`src/rtl/sqrt_pkg.sv`:
```
// Shared definitions for the square-root result checker: widths and checker FSM states.
package sqrt_pkg;

    localparam int ROOT_W_DEF = 8;
    localparam int STATE_W    = 2;

    typedef enum logic [STATE_W-1:0] {
        ST_IDLE  = 2'd0,
        ST_CALC  = 2'd1,
        ST_CHECK = 2'd2,
        ST_DONE  = 2'd3
    } state_t;

    // A square of a ROOT_W-bit value always fits in twice the width.
    function automatic int in_width(input int root_w);
        return 2 * root_w;
    endfunction

endpackage

```
`src/rtl/sqrt_shift_add_mul.sv`:
```
// Iterative shift-add squarer: one multiplier bit per enabled cycle, ROOT_W cycles per product.
module sqrt_shift_add_mul
    import sqrt_pkg::*;
#(
    parameter int ROOT_W = ROOT_W_DEF
) (
    input  logic                          clk,
    input  logic                          rst_n,
    input  logic                          en,
    input  logic                          start,
    input  logic [ROOT_W-1:0]             root,
    output logic                          busy,
    output logic                          done,
    output logic [in_width(ROOT_W)-1:0]   product
);
    localparam int IN_W  = in_width(ROOT_W);
    localparam int CNT_W = (ROOT_W > 1) ? $clog2(ROOT_W) : 1;
    localparam logic [CNT_W-1:0] CNT_LAST = CNT_W'(ROOT_W - 1);

    logic [IN_W-1:0]   acc;
    logic [IN_W-1:0]   mcand;
    logic [ROOT_W-1:0] mult;
    logic [CNT_W-1:0]  cnt;
    logic              busy_q;

    // High during the cycle that processes the final multiplier bit.
    assign done    = busy_q && (cnt == CNT_LAST);
    assign busy    = busy_q;
    assign product = acc;

    always_ff @(posedge clk or negedge rst_n) begin
        if (!rst_n) begin
            acc    <= '0;
            mcand  <= '0;
            mult   <= '0;
            cnt    <= '0;
            busy_q <= 1'b0;
        end else if (en) begin
            if (start) begin
                acc    <= '0;
                mcand  <= {{ROOT_W{1'b0}}, root};
                mult   <= root;
                cnt    <= '0;
                busy_q <= 1'b1;
            end else if (busy_q) begin
                if (mult[0]) begin
                    acc <= acc + mcand;
                end
                mcand <= mcand << 1;
                mult  <= mult >> 1;
                cnt   <= cnt + CNT_W'(1);
                if (cnt == CNT_LAST) begin
                    busy_q <= 1'b0;
                end
            end
        end
    end

endmodule

```
`config.mk`:
```
export PLATFORM = sky130hd
export DESIGN_NAME = sqrt_shift_add_mul
export DESIGN_NICKNAME = d
export VERILOG_FILES = /design/src/rtl/sqrt_pkg.sv /design/src/rtl/sqrt_shift_add_mul.sv
export SDC_FILE = /design/constraint.sdc
export NUM_CORES = 1
export LEC_CHECK = 0
export CORE_UTILIZATION = 37
export DETAILED_ROUTE_END_ITERATION = 8
export PLACE_DENSITY_LB_ADDON = 0.15
export SLEW_MARGIN = 20
export SYNTH_ARGS = -nofsm -noshare
export SYNTH_HDL_FRONTEND = slang
export SYNTH_SLANG_ARGS = --single-unit
```
`constraint.sdc`:
```
create_clock -name clk -period 2.3 [get_ports clk]
set_input_delay 0.46 -clock clk [delete_from_list [all_inputs] [get_ports clk]]
set_output_delay 0.46 -clock clk [all_outputs]
set_load 0.02 [all_outputs]
```
==> results.yml <==
run_status:
  status: "completed"
detailed_routing:
  wl_per_cell_um: 14.69
  wirelength_met1_mm: 3.071
  wl_met3_um: 237
  wl_met2_mm: 2.952
  dr.first_iter.drc_count: 86
  wirelength_mm: 6.347
  routed_via_density: 5.245
  postRouteAntennaNets: 0
  drc: 0
  vias: 2266
  firstDrtPassIters: 4
  routed.top_layer: "met4"
layout:
  layout_common_cells: "dfrtp_1 (43), nand2_1 (41), buf_4 (31)"
  multiInputGateArea_um2: 1471
  diodes: 0
  final_cells: 432
  regArea_um2: 1102
  synthToLayoutAreaGrowth_pct: 28.69
  finalNetCount: 365
  finalCoreUtilization: 0.4962
  layout-drive-gt1-share: 0.1488
  n_fill_cell: 677
  final_common_cell: "dfrtp_1"
die:
  die_w_um: 86.37
  start_util: 0.3855
  dieHeight_um: 86.37
  rows: 30
  core_area_um2: 6832
  pin_count: 30
  dieArea_um2: 7460
critical_path:
  path_class: "register to register"
  r2r_end: "product[15]$_DFFE_PN0P_"
  arrival_ps: 2490
  cp-start-kind: "register"
  crit_fanout: 5
  cp.required_ps: 2520
  cp-end-kind: "register"
  r2r_start: "product[12]$_DFFE_PN0P_"
  reg2reg_depth: 7
  r2r_slack_ps: 30
logic_synthesis:
  synth_top_flop_cell: "dfrtp_1"
  synth_area_um2: 2634
  yosys_warnings: 0
  synth-edff-count: 0
  synthCells: 281
  yosysTopAreaCell: "dfrtp_1"
  synth-async-reset-ratio: 1.000
  yosys-top-cells-area: "dfrtp_1 (42%), ha_1 (8.1%), mux2i_1 (6.1%), nand2_1 (5.8%), o21ai_0 (5.7%)"
  syn_avg_cell_area_um2: 9.373
  synth_top_area_share: 0.4181
  synth_nets: 311
  synth_cell_type_count: 43
  ys_seq_area_frac: 0.4181
  synth-seq-cells: 44
sta:
  period_share: 0.9869
  fin_crit_ps: 2270
  tightest_slew_ps: 436.6
  skew_ps: 10.33
  slew_headroom: 0.7089
  fmax_mhz: 440.6
  finalHoldViolations: 0
  setup_viol: 0
  fin_hold_ws_ps: 84.62
  final_max_slew_viol_count: 0
  setup_ws_ps: 30.23
  rsz0062_at_grt: "yes"
cts:
  insertion_delay_ps: 300
  clk_pin_slew_ps: 100
  hold_buffers: 0
  cts_tree: "built"
  clkSinkCount: 44
  h-tree-depth: 2
  clockRootBuffer: "clkbuf_8"
  clock_path_buffers: 2
  cts_buffers: 5
run:
  maxCapViolations: 0
place:
  dpl.hpwl_mm: 4.594
  numPortBuffers: 29
  gp_congestion: 0.8508
  placedCellCount: 416
  post-place-ws_ps: 27.64
global_routing:
  grt_max_degree: 31
  antenna_found_initial: 0
  grt-ovfl-total: 0
  track_usage: 0.1795
  grt_pass1_vias: 2156
  grt_pass1_wl_mm: 10.46
power:
  powerDensity_nw_per_um2: 616.1
  leakage_nw: 1.532
  peakVddDrop_mv: 0.4250
hold_path:
  min_path_type: "primary input to async pin"
worst max-delay path by stage:
| stage | depth (start not counted) | endpoint | startpoint |
|---|---|---|---|
| 2_1_floorplan | 7 | product[15]$_DFFE_PN0P_ | product[13]$_DFFE_PN0P_ |
| 3_3_place_gp | 7 | product[15]$_DFFE_PN0P_ | mcand[12]$_DFFE_PN0P_ |
| 3_5_place_dp | 7 | product[15]$_DFFE_PN0P_ | mcand[12]$_DFFE_PN0P_ |
| 4_1_cts | 7 | product[15]$_DFFE_PN0P_ | mcand[12]$_DFFE_PN0P_ |
| 5_1_grt | 7 | product[15]$_DFFE_PN0P_ | product[12]$_DFFE_PN0P_ |
| 6_report | 7 | product[15]$_DFFE_PN0P_ | product[12]$_DFFE_PN0P_ |
cell families after synthesis:
group | count (synthesis) | synth area share
XOR/XNOR | 10 | 0.03325
adder cells (fa/ha/maj) | 18 | 0.08836
flip-flops | 44 | 0.4181
buffers and inverters | 29 | 0.04180
AO/OA/AOI/OAI | 94 | 0.2323
multiplexers | 17 | 0.06508
AND/OR/NAND/NOR | 69 | 0.1211
repair_timing:
action,4_1_cts,5_1_grt
buffers inserted,0,8
setup endpoints to repair,0,3
gates resized for setup,0,7
Yosys cell counts, types with 5 or more instances:
library cell  count
xor2_1            5
a21oi_1           9
ha_1             17
nor2_1            7
inv_1            16
o21ai_0          30
mux2i_1          16
nand2_1          41
a2bb2oi_1        10
o22ai_1          11
clkbuf_1         12
xnor2_1           5
dfrtp_1          44
a21o_1            6
layer usage:
layer | vias to the layer above | global-route usage
met5 | - | 0
met3 | 6 | 0.03333
met1 | 1081 | 0.2607
met4 | 0 | 0.04848
li1 | 1125 | -
met2 | 54 | 0.2742
area by class of cell:
cell class,instances,share of cell area
clock buffers,5,0.02030
multi-input cells,208,0.4341
well taps,96,0.03544
inverters,16,0.01772
flip-flops and latches,44,0.3252
clock inverters,3,0.01366
repair buffers,60,0.1536
state kept, by name, summed over array words and instances, names as in the netlist:
signal / count
busy: 1
cnt: 3
mcand: 16
mult: 8
product: 16
power by group:
part | switching [W] | internal, W | leakage (nW)
clock network | 0.000297 | 0.000328 | 0.0548
registers | 0.0000695 | 0.000852 | 0.578
logic | 0.000287 | 0.000255 | 0.899
total | 0.000654 | 0.00143 | 1.53
critical path, cell delays in order, from the launching register on:
cell and delay (ps):
dfrtp_1 420, ha_4 310, and4_1 200, or3b_1 350, a211o_1 260, nand4_1 120, or4b_4 470, o211ai_2 80
stage by stage:
stage / power, W / setup TNS, ps / instance area, um2
after global routing: 0.002209 / -91.86 / 3390
after floorplan: 0.001259 / 0 / 2659
final: 0.002088 / 0 / 3390
after CTS: 0.002107 / 0 / 3302
after detailed placement: 0.001475 / 0 / 3187
after global placement: 0.001466 / 0 / 3187
Power figures use the tool's default switching activity.
==> variant 1, RTL diff (config.mk and constraints unchanged) <==
Change the package constant `ROOT_W_DEF` from 8 to 16.
--- a/src/rtl/sqrt_pkg.sv
+++ b/src/rtl/sqrt_pkg.sv
@@ -1,7 +1,7 @@
 // Shared definitions for the square-root result checker: widths and checker FSM states.
 package sqrt_pkg;
 
-    localparam int ROOT_W_DEF = 8;
+    localparam int ROOT_W_DEF = 16;
     localparam int STATE_W    = 2;
 
     typedef enum logic [STATE_W-1:0] {
Ports: changed (resized product and root); port bits go from 30 to 54. The function was not compared with the original's and may differ.
==> variant 1 against the unedited design <==
- the run now ends with negative setup slack left
- synthesized cell count grew 85%
- sequential share of layout area shrank 2.0 points
- final area grew 110%
- die area up 85%
- clock power grew to 2.7 times the old value
- sequential power is 91% higher
- first-iteration DRC count grew 73%
- routed wire length increased by 100%
- sequential cell count increased by 41
- worst setup slack got worse by 300 ps
- global-route usage grew 1.4 points
- area after synthesis up 87%
- power rose by 130%
- critical path type unchanged
==> variant 1: results (changes against the unedited design) <==
clocking:
  htreeDepth: 3  # +1
  cts.reportedPaths.clkPinSlew_ps: 60  # -40 ps
  root_buffer: "clkbuf_16"
  worstSkewPairLatency_ps: 340  # +40 ps
  cts_resized: 23  # +23
  post_cts_buffers: 3  # +3
  cts_buffer_depth: 2  # unchanged
  cts_buffers: 9  # +4
routing:
  num_vias: 4323  # +91%
  dr.pass1.iters: 4  # unchanged
  wl_per_cell_um: 15.3  # +4.0%
  drtIter0Drc: 149  # +73%
  wl_mm: 12.8  # +100%
hold_path:
  min_path_type: "in -> async"
pwr:
  leakage_nw: 3.24  # +110%
  peakVddDrop_mv: 0.376  # -12%
critical_path:
  cp-start-kind: "flip-flop"
  cp.arrival_ps: 2820  # +330 ps
  crit_end: "product[25]"
  rr_worst_depth: 10  # +3
  worstPathMaxFanout: 3  # -2
  r2r-start: "mcand[6]"
global_routing:
  grt_pass1_wl_mm: 21.4  # +100%
  grt_max_degree: 45  # +45%
  antenna_found_initial: 0  # unchanged
  track_usage_pct: 19.4  # +1.4 points
synth:
  syn_nets: 574  # +85%
  ys_types: 46  # +7.0%
  synth_common_cells: "nand2_1, dfrtp_1, o21ai_0"
  ys.warnings.count: 0  # unchanged
  async_flop_share_pct: 100  # unchanged
  synth_area_leaders: "dfrtp_1, ha_1, o21ai_0, nand2_1, mux2i_1"
  ys_seq_area_share_pct: 43.2  # +1.4 points
  mappedNetlistArea_um2: 4920  # +87%
  synth_area_per_cell_um2: 9.45  # +0.80%
outcome:
  violations: "negative setup slack"
  outcome: "finished, violations left"
place:
  dp_hpwl_mm: 9.25  # +100%
  dp.cells: 814  # +96%
  dpl_cell_area_um2: 6430  # +100%
  portBuffers: 53  # +83%
  place_congestion: 0.885  # +4.0%
sta:
  setup_viol: 14  # +14
  max_slew_margin_pct: 65.0  # -5.9 points
  final.setup.worst_slack_ps: -268  # -298 ps
  fin_skew_ps: 9.95  # -0.383 ps
layout:
  nFillCells: 1142  # +69%
  nNetsFinal: 712  # +95%
  n_antenna_cell: 0  # unchanged
  drive_above_1_share_pct: 24.6  # +9.7 points
[variant 1: cell count changes in the layout (fill, tap and decap cells not counted), moves of 23 or more]
| cell | unedited run | this run |
|---|---|---|
| buf_4 | 31 | 94 |
| clkdlybuf4s50_1 | 27 | 50 |
| dfrtp_1 | 43 | 79 |
| nand2_1 | 41 | 86 |
| o21ai_0 | 29 | 61 |
[variant 1: critical path, stage by stage (launching register included)]
cell	delay, ps
dfrtp_1	410
ha_4	260
a211oi_4	210
o211ai_1	120
a221o_1	340
a41oi_4	240
a21oi_4	80
o31a_1	270
o21a_1	190
o21a_1	180
o31ai_2	180
[variant 1: power breakdown]
part	internal, mW	leakage, nW	switching (mW)
Clock	1.11	0.172	0.582
Combinational	0.728	1.95	0.693
Sequential	1.64	1.11	0.118
[variant 1: per-layer routing]
layer	vias up	global-route usage (%)	routed length, um
li1	2170	-	-
met1	2063	25.6	6090
met2	71	32.2	6130
met3	19	2.77	299
met4	0	7.06	235
met5	-	0	0
[variant 1: cell families after synthesis]
logic type | share of synthesized area [%]
compound gates | 22.6
simple gates | 11.8
flops | 43.2
buf+inv | 2.67
fa+ha+maj | 8.54
mux | 6.33
xor+xnor | 4.80
[variant 1: area by class of cell]
cell class                 count  area, um2  area share, %
inverter                       8       30.0          0.429
multi-input combinational    401       2940           42.0
sequential                    85       2130           30.5
clock buffer                  11        253           3.61
timing repair buffer         154       1330           19.0
clock inverter                 4       95.1           1.36
tap                          172        215           3.08
[variant 1: metrics by stage]
stage          utilization (%)  hold slack [ps]  setup WS (ps)  setup TNS [ps]
6_report                  54.8             90.7           -268           -1990
5_1_grt                   54.8              132           -420           -4340
4_1_cts                   54.0              109           -284           -1840
3_5_place_dp              50.4              473           -272           -1750
3_3_place_gp              50.4              468           -241           -1660
2_1_floorplan                -              164           -223            -685
==> variant 2, RTL diff (same flow settings) <==
Without the edit above. Register the output `done`, with the module's reset; this adds one clock of latency there. The other outputs are not delayed to match.
--- a/src/rtl/sqrt_shift_add_mul.sv
+++ b/src/rtl/sqrt_shift_add_mul.sv
@@ -24,7 +24,13 @@
     logic              busy_q;
 
     // High during the cycle that processes the final multiplier bit.
-    assign done    = busy_q && (cnt == CNT_LAST);
+    always_ff @(posedge clk or negedge rst_n) begin
+        if (!rst_n) begin
+            done <= '0;
+        end else begin
+            done <= busy_q && (cnt == CNT_LAST);
+        end
+    end
     assign busy    = busy_q;
     assign product = acc;
 
Function: changed (Yosys sat finds a counterexample within 10 cycles, from zero or initial values and one cycle with rst_n low).
==> variant 2 against the unedited design <==
- sequential cell count grew 1
- largest cell class unchanged
- area after synthesis grew 0.95%
- worst setup slack gained 24 ps
- power grew 1.2%
- final area shrank 1.7%
- routed wire length shrank 4.6%
- sequential share of layout area grew 1.3 points
==> variant 2: results (changes against the unedited design) <==
synth:
  mappedNetlistArea_um2: 2660  # +0.95%
  synth_area_leaders: "dfrtp_1, ha_1, mux2i_1, nand2_1, o21ai_0"
  ys.warnings.count: 0  # unchanged
  synthCells: 282  # +0.36%
  ys_seq_area_share_pct: 42.4  # +0.55 points
  syn_nets: 312  # +0.32%
  ys.flop_type: "dfrtp_1"
routing:
  wl_mm: 6.06  # -4.6%
  wl_per_cell_um: 14.3  # -2.8%
  wl_met3_um: 233  # -1.7%
  wl_met1_mm: 3.01  # -1.9%
  num_vias: 2185  # -3.6%
  met2_length_mm: 2.74  # -7.2%
critical_path:
  cp-start-kind: "flip-flop"
  cp.arrival_ps: 2490  # about the same
  r2r-start: "mcand[12]"
  r2r_setup_slack_ps: 50  # +20 ps
  worstPathMaxFanout: 6  # +1
place:
  dp_hpwl_mm: 4.47  # -2.8%
  place_congestion: 0.790  # -7.2%
  post-place-ws_ps: 63.1  # +35.5 ps
  dpl_cell_area_um2: 3200  # +0.31%
global_routing:
  grtUsageMet1_pct: 24.5  # -1.6 points
  grt_pass1_wl_mm: 10.1  # -3.0%
  grt_pass1_vias: 2037  # -5.5%
  track_usage_pct: 17.6  # -0.33 points
layout:
  drive_above_1_share_pct: 11.9  # -3.0 points
  buffers: 51  # -15%
  buffer_area_share_pct: 13.5  # -1.8 points
  nFillCells: 649  # -4.1%
  seq_share_pct: 33.8  # +1.3 points
  seq_cell_count: 45  # +2.3%
  nNetsFinal: 357  # -2.2%
  seq_area_um2: 1130  # +2.2%
  clk_share_pct: 3.46  # +0.060 points
sta:
  fin_crit_sh_pct: 97.7  # -1.0 points
  tightest_slew_ps: 625  # +188 ps
  fin_skew_ps: 9.05  # -1.28 ps
pwr:
  leakage_nw: 1.49  # -2.6%
  peakVddDrop_mv: 0.275  # -35%
hold_path:
  min_path_type: "in -> async"
outcome:
  outcome: "completed"
==> variant 2: cell count changes after synthesis <==
cell,delta
dfrtp_1,+1
==> variant 2: timing repair <==
item	in CTS	in global routing
buffers inserted	0	1
endpoints found under the hold margin	0	0
hold buffers	0	0
endpoints found under the setup margin	0	4
gates resized for setup	0	4
==> variant 2: cell families (layout without fill, tap and decap cells) <==
logic type | count (synthesis) | in the layout | synth area share [%]
AOI/OAI and AO/OA | 94 | 94 | 23.0
xor gates and xnor gates | 10 | 10 | 3.29
adders and majority gates | 18 | 18 | 8.75
buffers and inverters | 29 | 75 | 4.14
DFF | 45 | 45 | 42.4
muxes | 17 | 17 | 6.45
and+or+nand+nor | 69 | 69 | 12.0
==> variant 2: report_power, final <==
part / switching (mW) / internal (mW)
clock network: 0.311 / 0.326
registers: 0.0701 / 0.870
logic: 0.283 / 0.254
total: 0.664 / 1.45
